<file path="src/rtl/delay_rd_buf.sv">
// Run-time programmable delay line: circular buffer with FILL/RUN validity tracking.
// Optional cfg_err output under `DELAY_RD_BUF_CFG_ERR_EN (flags clamped del_cfg loads).
module delay_rd_buf #(
  parameter int WIDTH   = 38,
  parameter int MAX_DEL = 16,
  parameter int CFG_W   = 5,
  parameter int DEF_DEL = 2
) (
  input  logic             clk,
  input  logic             rst,
  input  logic             en,
  input  logic [WIDTH-1:0] din,
  input  logic [CFG_W-1:0] del_cfg,
  input  logic             cfg_load,
  output logic [WIDTH-1:0] dout,
  output logic             dout_valid,
  output logic [CFG_W-1:0] cur_del
`ifdef DELAY_RD_BUF_CFG_ERR_EN
  ,
  output logic             cfg_err
`endif
);

  localparam int PTR_W = (MAX_DEL > 1) ? $clog2(MAX_DEL) : 1;
  localparam logic [CFG_W-1:0] MAX_C  = CFG_W'(MAX_DEL);
  localparam logic [CFG_W-1:0] DEF_C  = CFG_W'(DEF_DEL);
  localparam logic [CFG_W-1:0] ONE_C  = CFG_W'(1);
  localparam logic [PTR_W-1:0] LAST_P = PTR_W'(MAX_DEL - 1);

  typedef enum logic {FILL, RUN} state_t;

  state_t            state, state_n;
  logic [PTR_W-1:0]  wptr, wptr_n, rd_idx;
  logic [CFG_W-1:0]  fill, fill_n, fill_inc, cur_n, cfg_clamped, back;
  logic [WIDTH-1:0]  dout_n, rd_data;
  logic              valid_n, we;
  int unsigned       wptr_i, back_i, rd_i;
  logic [WIDTH-1:0]  mem [MAX_DEL];

`ifdef DELAY_RD_BUF_CFG_ERR_EN
  logic cfg_err_n;
  assign cfg_err_n = cfg_load && ((del_cfg == '0) || (del_cfg > MAX_C));
`endif

  always_comb begin
    cfg_clamped = del_cfg;
    if (del_cfg == '0)
      cfg_clamped = ONE_C;
    else if (del_cfg > MAX_C)
      cfg_clamped = MAX_C;
  end

  // Read index = wptr - (D-1) mod MAX_DEL; the slot at wptr is written this
  // edge, so reading the old array contents gives read-before-write ordering.
  always_comb begin
    back   = cur_del - ONE_C;
    wptr_i = 32'(wptr);
    back_i = 32'(back);
    if (wptr_i >= back_i)
      rd_i = wptr_i - back_i;
    else
      rd_i = wptr_i + unsigned'(MAX_DEL) - back_i;
    rd_idx  = PTR_W'(rd_i);
    rd_data = (cur_del == ONE_C) ? din : mem[rd_idx];
  end

  assign fill_inc = fill + ONE_C;

  always_comb begin
    state_n = state;
    fill_n  = fill;
    wptr_n  = wptr;
    dout_n  = dout;
    valid_n = dout_valid;
    cur_n   = cur_del;
    we      = 1'b0;
    if (cfg_load) begin
      cur_n   = cfg_clamped;
      fill_n  = '0;
      state_n = FILL;
      dout_n  = '0;
      valid_n = 1'b0;
    end else if (en) begin
      we     = 1'b1;
      wptr_n = (wptr == LAST_P) ? '0 : wptr + PTR_W'(1);
      unique case (state)
        FILL: begin
          fill_n = fill_inc;
          if (fill_inc == cur_del) begin
            state_n = RUN;
            dout_n  = rd_data;
            valid_n = 1'b1;
          end else begin
            dout_n  = '0;
            valid_n = 1'b0;
          end
        end
        RUN: begin
          dout_n  = rd_data;
          valid_n = 1'b1;
        end
        default: state_n = FILL;
      endcase
    end
  end

  always_ff @(posedge clk) begin
    if (rst) begin
      state      <= FILL;
      wptr       <= '0;
      fill       <= '0;
      dout       <= '0;
      dout_valid <= 1'b0;
      cur_del    <= DEF_C;
    end else begin
      state      <= state_n;
      wptr       <= wptr_n;
      fill       <= fill_n;
      dout       <= dout_n;
      dout_valid <= valid_n;
      cur_del    <= cur_n;
    end
  end

`ifdef DELAY_RD_BUF_CFG_ERR_EN
  always_ff @(posedge clk) begin
    if (rst)
      cfg_err <= 1'b0;
    else
      cfg_err <= cfg_err_n;
  end
`endif

  always_ff @(posedge clk) begin
    if (!rst && we)
      mem[wptr] <= din;
  end

endmodule

</file>
<file path="config.mk">
export PLATFORM = sky130hd
export DESIGN_NAME = delay_rd_buf
export DESIGN_NICKNAME = d
export VERILOG_FILES = /design/src/rtl/delay_rd_buf.sv
export SDC_FILE = /design/constraint.sdc
export NUM_CORES = 1
export LEC_CHECK = 0
export BUFFER_PORTS_ARGS = -buffer_cell sky130_fd_sc_hd__buf_2
export CORE_ASPECT_RATIO = 0.5
export CORE_MARGIN = 5
export CORE_UTILIZATION = 40
export DETAILED_ROUTE_END_ITERATION = 6
export GPL_TIMING_DRIVEN = 0
export PLACE_DENSITY_LB_ADDON = 0.12
export SYNTH_ARGS = -nofsm -noshare
export SYNTH_HDL_FRONTEND = slang
export SYNTH_SLANG_ARGS = --single-unit
</file>
<file path="constraint.sdc">
create_clock -name clk -period 4.4 [get_ports clk]
set_input_delay 0.44 -clock clk [delete_from_list [all_inputs] [get_ports clk]]
set_output_delay 0.44 -clock clk [all_outputs]
set_load 0.01 [all_outputs]
</file>
==> out/metrics.yaml <==
finish:
  layout.nets: 1436
  nFillCells: 5252
  diodes: 0
  final_layout_size_suffix_gt1_share_pct: 31.93
  multi_input_comb_area_um2: 6037
  final_util_pct: 46.67
  seqCellArea_um2: 19320
  area_growth_syn_to_layout_pct: 15.02
  stdcell_count: 2265
  design_area_um2: 29530
drt:
  ant_nets: 0
  dr.pass1.iters: 5
  drc: 0
  drtIter0Drc: 1161
  wire_per_inst_um: 26.64
  routed_via_density: 5.584
  route.vias.total: 12650
  wl_mm: 60.35
synth:
  yosysUniqueCellTypes: 41
  synth_seq_cells: 661
  async_flop_share_pct: 0
  netlist_instances: 1200
  synth_edf_count: 608
  syn_nets: 1258
  yosysSeqAreaShare_pct: 75.25
  synth_ff_type: "edfxtp_1"
  ys_warn_count: 0
  syn_area_per_cell_um2: 21.39
  syn_area_um2: 25670
status:
  status: "completed"
global_routing:
  grtUsageTotal_pct: 17.23
  grt-ovfl-total: 0
  grt_pass1_vias: 13310
  grt_pass1_wl_mm: 88.87
  grt_start_max_net_pins: 23
  antenna_found_initial: 0
clock_network:
  clkTransAtPathRegs_ns: 0.06
  clock_sink_count: 661
  cts_made_buffers: 59
  cts_max_level: 2
  cts_tree: "done"
  hold_buffers: 0
  clockRootBuffer: "clkbuf_16"
  clk_latency_ns: 0.62
  clock_path_buffers: 3
sta:
  finalSetupViolCount: 0
  period_needed_ns: 4.310
  maxSlewHeadroom_pct: 24.74
  grt_setup_unrepaired: "true"
  min_period_over_period_pct: 97.95
  hold_ws_ns: 0.08742
  slew_violations: 0
  fmax_mhz: 232.0
  worst_pin_slew_ns: 1.126
  clock_skew_ns: 0.01897
  layout_setup_ws_ns: 0.09041
  finalHoldViolations: 0
  finalSetupTns_ns: 0
floorplan:
  die_h_um: 189.1
  die_area_um2: 69660
  ioPinCount: 91
  die_width_um: 368.3
  initial_core_util_pct: 40.58
  core_um2: 63270
  rows: 65
flow_run:
  max-cap-violations: 0
place:
  placed_cell_area_um2: 27700
  place_congestion: 0.7291
  io_buffers: 89
  place_ws_ns: 0.05922
  hpwl_mm: 39.55
  dpl.cell_count: 2154
power:
  vdd_drop_max_v: 0.0002830
  p_total_mw: 13.28
  power.density_nw_per_um2: 449.8
  leakagePower_nw: 9.590
worst_setup_path:
  crit_arrival_ns: 4.80
  crit_fanout: 10
  critPathRequiredTime_ns: 4.89
  worstSetupPathType: "flip-flop to flip-flop"
  start_kind: "flip-flop"
  cp-end-kind: "flip-flop"
  reg2reg_depth: 11
min_path:
  whs_path_depth: 3
  hold_path.class: "input pin to flip-flop"
==> Yosys cell counts, types with 2 or more instances <==
library cell  instances  area share [%]
xor2_1                6            0.20
ha_1                 10            0.49
clkbuf_1             37            0.54
a221o_1              39             1.5
buf_4                 2           0.058
buf_6                 9            0.39
nor2b_1               5            0.12
xnor2_1               8            0.27
nand3_1               9            0.18
o21a_1                2           0.058
mux2i_1              40             1.6
inv_1                 8            0.12
and3_1               38            0.93
nand4_1               3           0.073
nand2b_1              3           0.073
o21ai_0               4           0.078
edfxtp_1            608              71
a21oi_1               5           0.097
dfxtp_1              53             4.1
nand2_1               6           0.088
mux4_2              152              13
buf_2                27            0.53
a211oi_1             36             1.1
nor2_1               28            0.41
a22oi_1               2           0.058
buf_1                 2           0.029
a211oi_2             40             1.9
nor3_1                5           0.097
==> area by class of cell <==
| cell class | instances | share of cell area (%) |
|---|---|---|
| flip-flops and latches | 661 | 65.42 |
| repair buffers | 117 | 2.932 |
| plain buffers | 77 | 1.390 |
| clock inverters | 34 | 0.7585 |
| inverters | 8 | 0.1017 |
| multi-input cells | 454 | 20.44 |
| clock buffers | 77 | 5.403 |
| well taps | 837 | 3.547 |
==> cells in the final DEF (no fill, tap or decap), types with 12 or more instances in the layout <==
cell       instances
nor2_4            12
dfxtp_1           53
and3_1            38
clkinv_1          13
a211oi_2          40
buf_2            116
nor2_1            16
a221o_1           39
clkbuf_1          43
clkinv_2          15
a211oi_1          36
mux2i_1           40
edfxtp_1         608
buf_6             25
buf_12            12
mux4_2           152
clkbuf_16         60
==> flip-flops by register name, summed over array words and instances (netlist names) <==
signal      flops
wptr            4
cur_del         5
dout_valid      1
fill            5
mem           608
dout           38
==> metal layers <==
layer	vias up	global-route usage [%]	routed length [um]
met2	333	27.40	28110
met4	0	3.388	1055
met1	6793	25.57	28160
li1	5444	-	-
met5	-	0	0
met3	77	2.703	3025
==> final timing paths <==
check	start	endpoint	slack (ns)
max reg2reg	cur_del[0]	dout[26]	0.09
max	cur_del[0]	dout[26]	0.09
min reg2reg	dout[34]	dout[34]	0.49
min	del_cfg[4]	cur_del[4]	0.09
==> critical path: stages (launching register included) <==
cell             delay (ns)
dfxtp_1                0.49
inv_1                  0.12
ha_1                   0.32
inv_1                  0.06
fa_1                   0.46
buf_2                  0.26
clkdlybuf4s15_1        0.66
buf_1                  0.70
mux4_2                 0.42
a211oi_2               0.35
a211oi_2               0.08
a221o_1                0.26
==> cells by family (layout without fill, tap and decap cells) <==
group,count (synthesis),after routing,share of synthesized area [%]
buffers and inverters,85,313,1.667
AOI/OAI and AO/OA,132,132,4.937
xor gates and xnor gates,14,14,0.4776
and+or+nand+nor,105,105,2.213
muxes,192,192,14.89
DFF,661,661,75.25
adders and majority gates,11,11,0.5653
==> power by group <==
group          switching, mW  internal, mW  leakage [nW]
Combinational          0.868         0.602          2.80
Clock                   2.26          2.67         0.897
Sequential            0.0119          6.87          5.90
Total                   3.14          10.1          9.59
==> repair_timing <==
| action | 4_1_cts | 5_1_grt |
|---|---|---|
| endpoints found under the hold margin | 0 | 0 |
| setup buffers | 0 | 0 |
| endpoints found under the setup margin | 0 | 29 |
| resized for setup | 0 | 19 |
No activity file was read; power rests on OpenSTA's default activity.
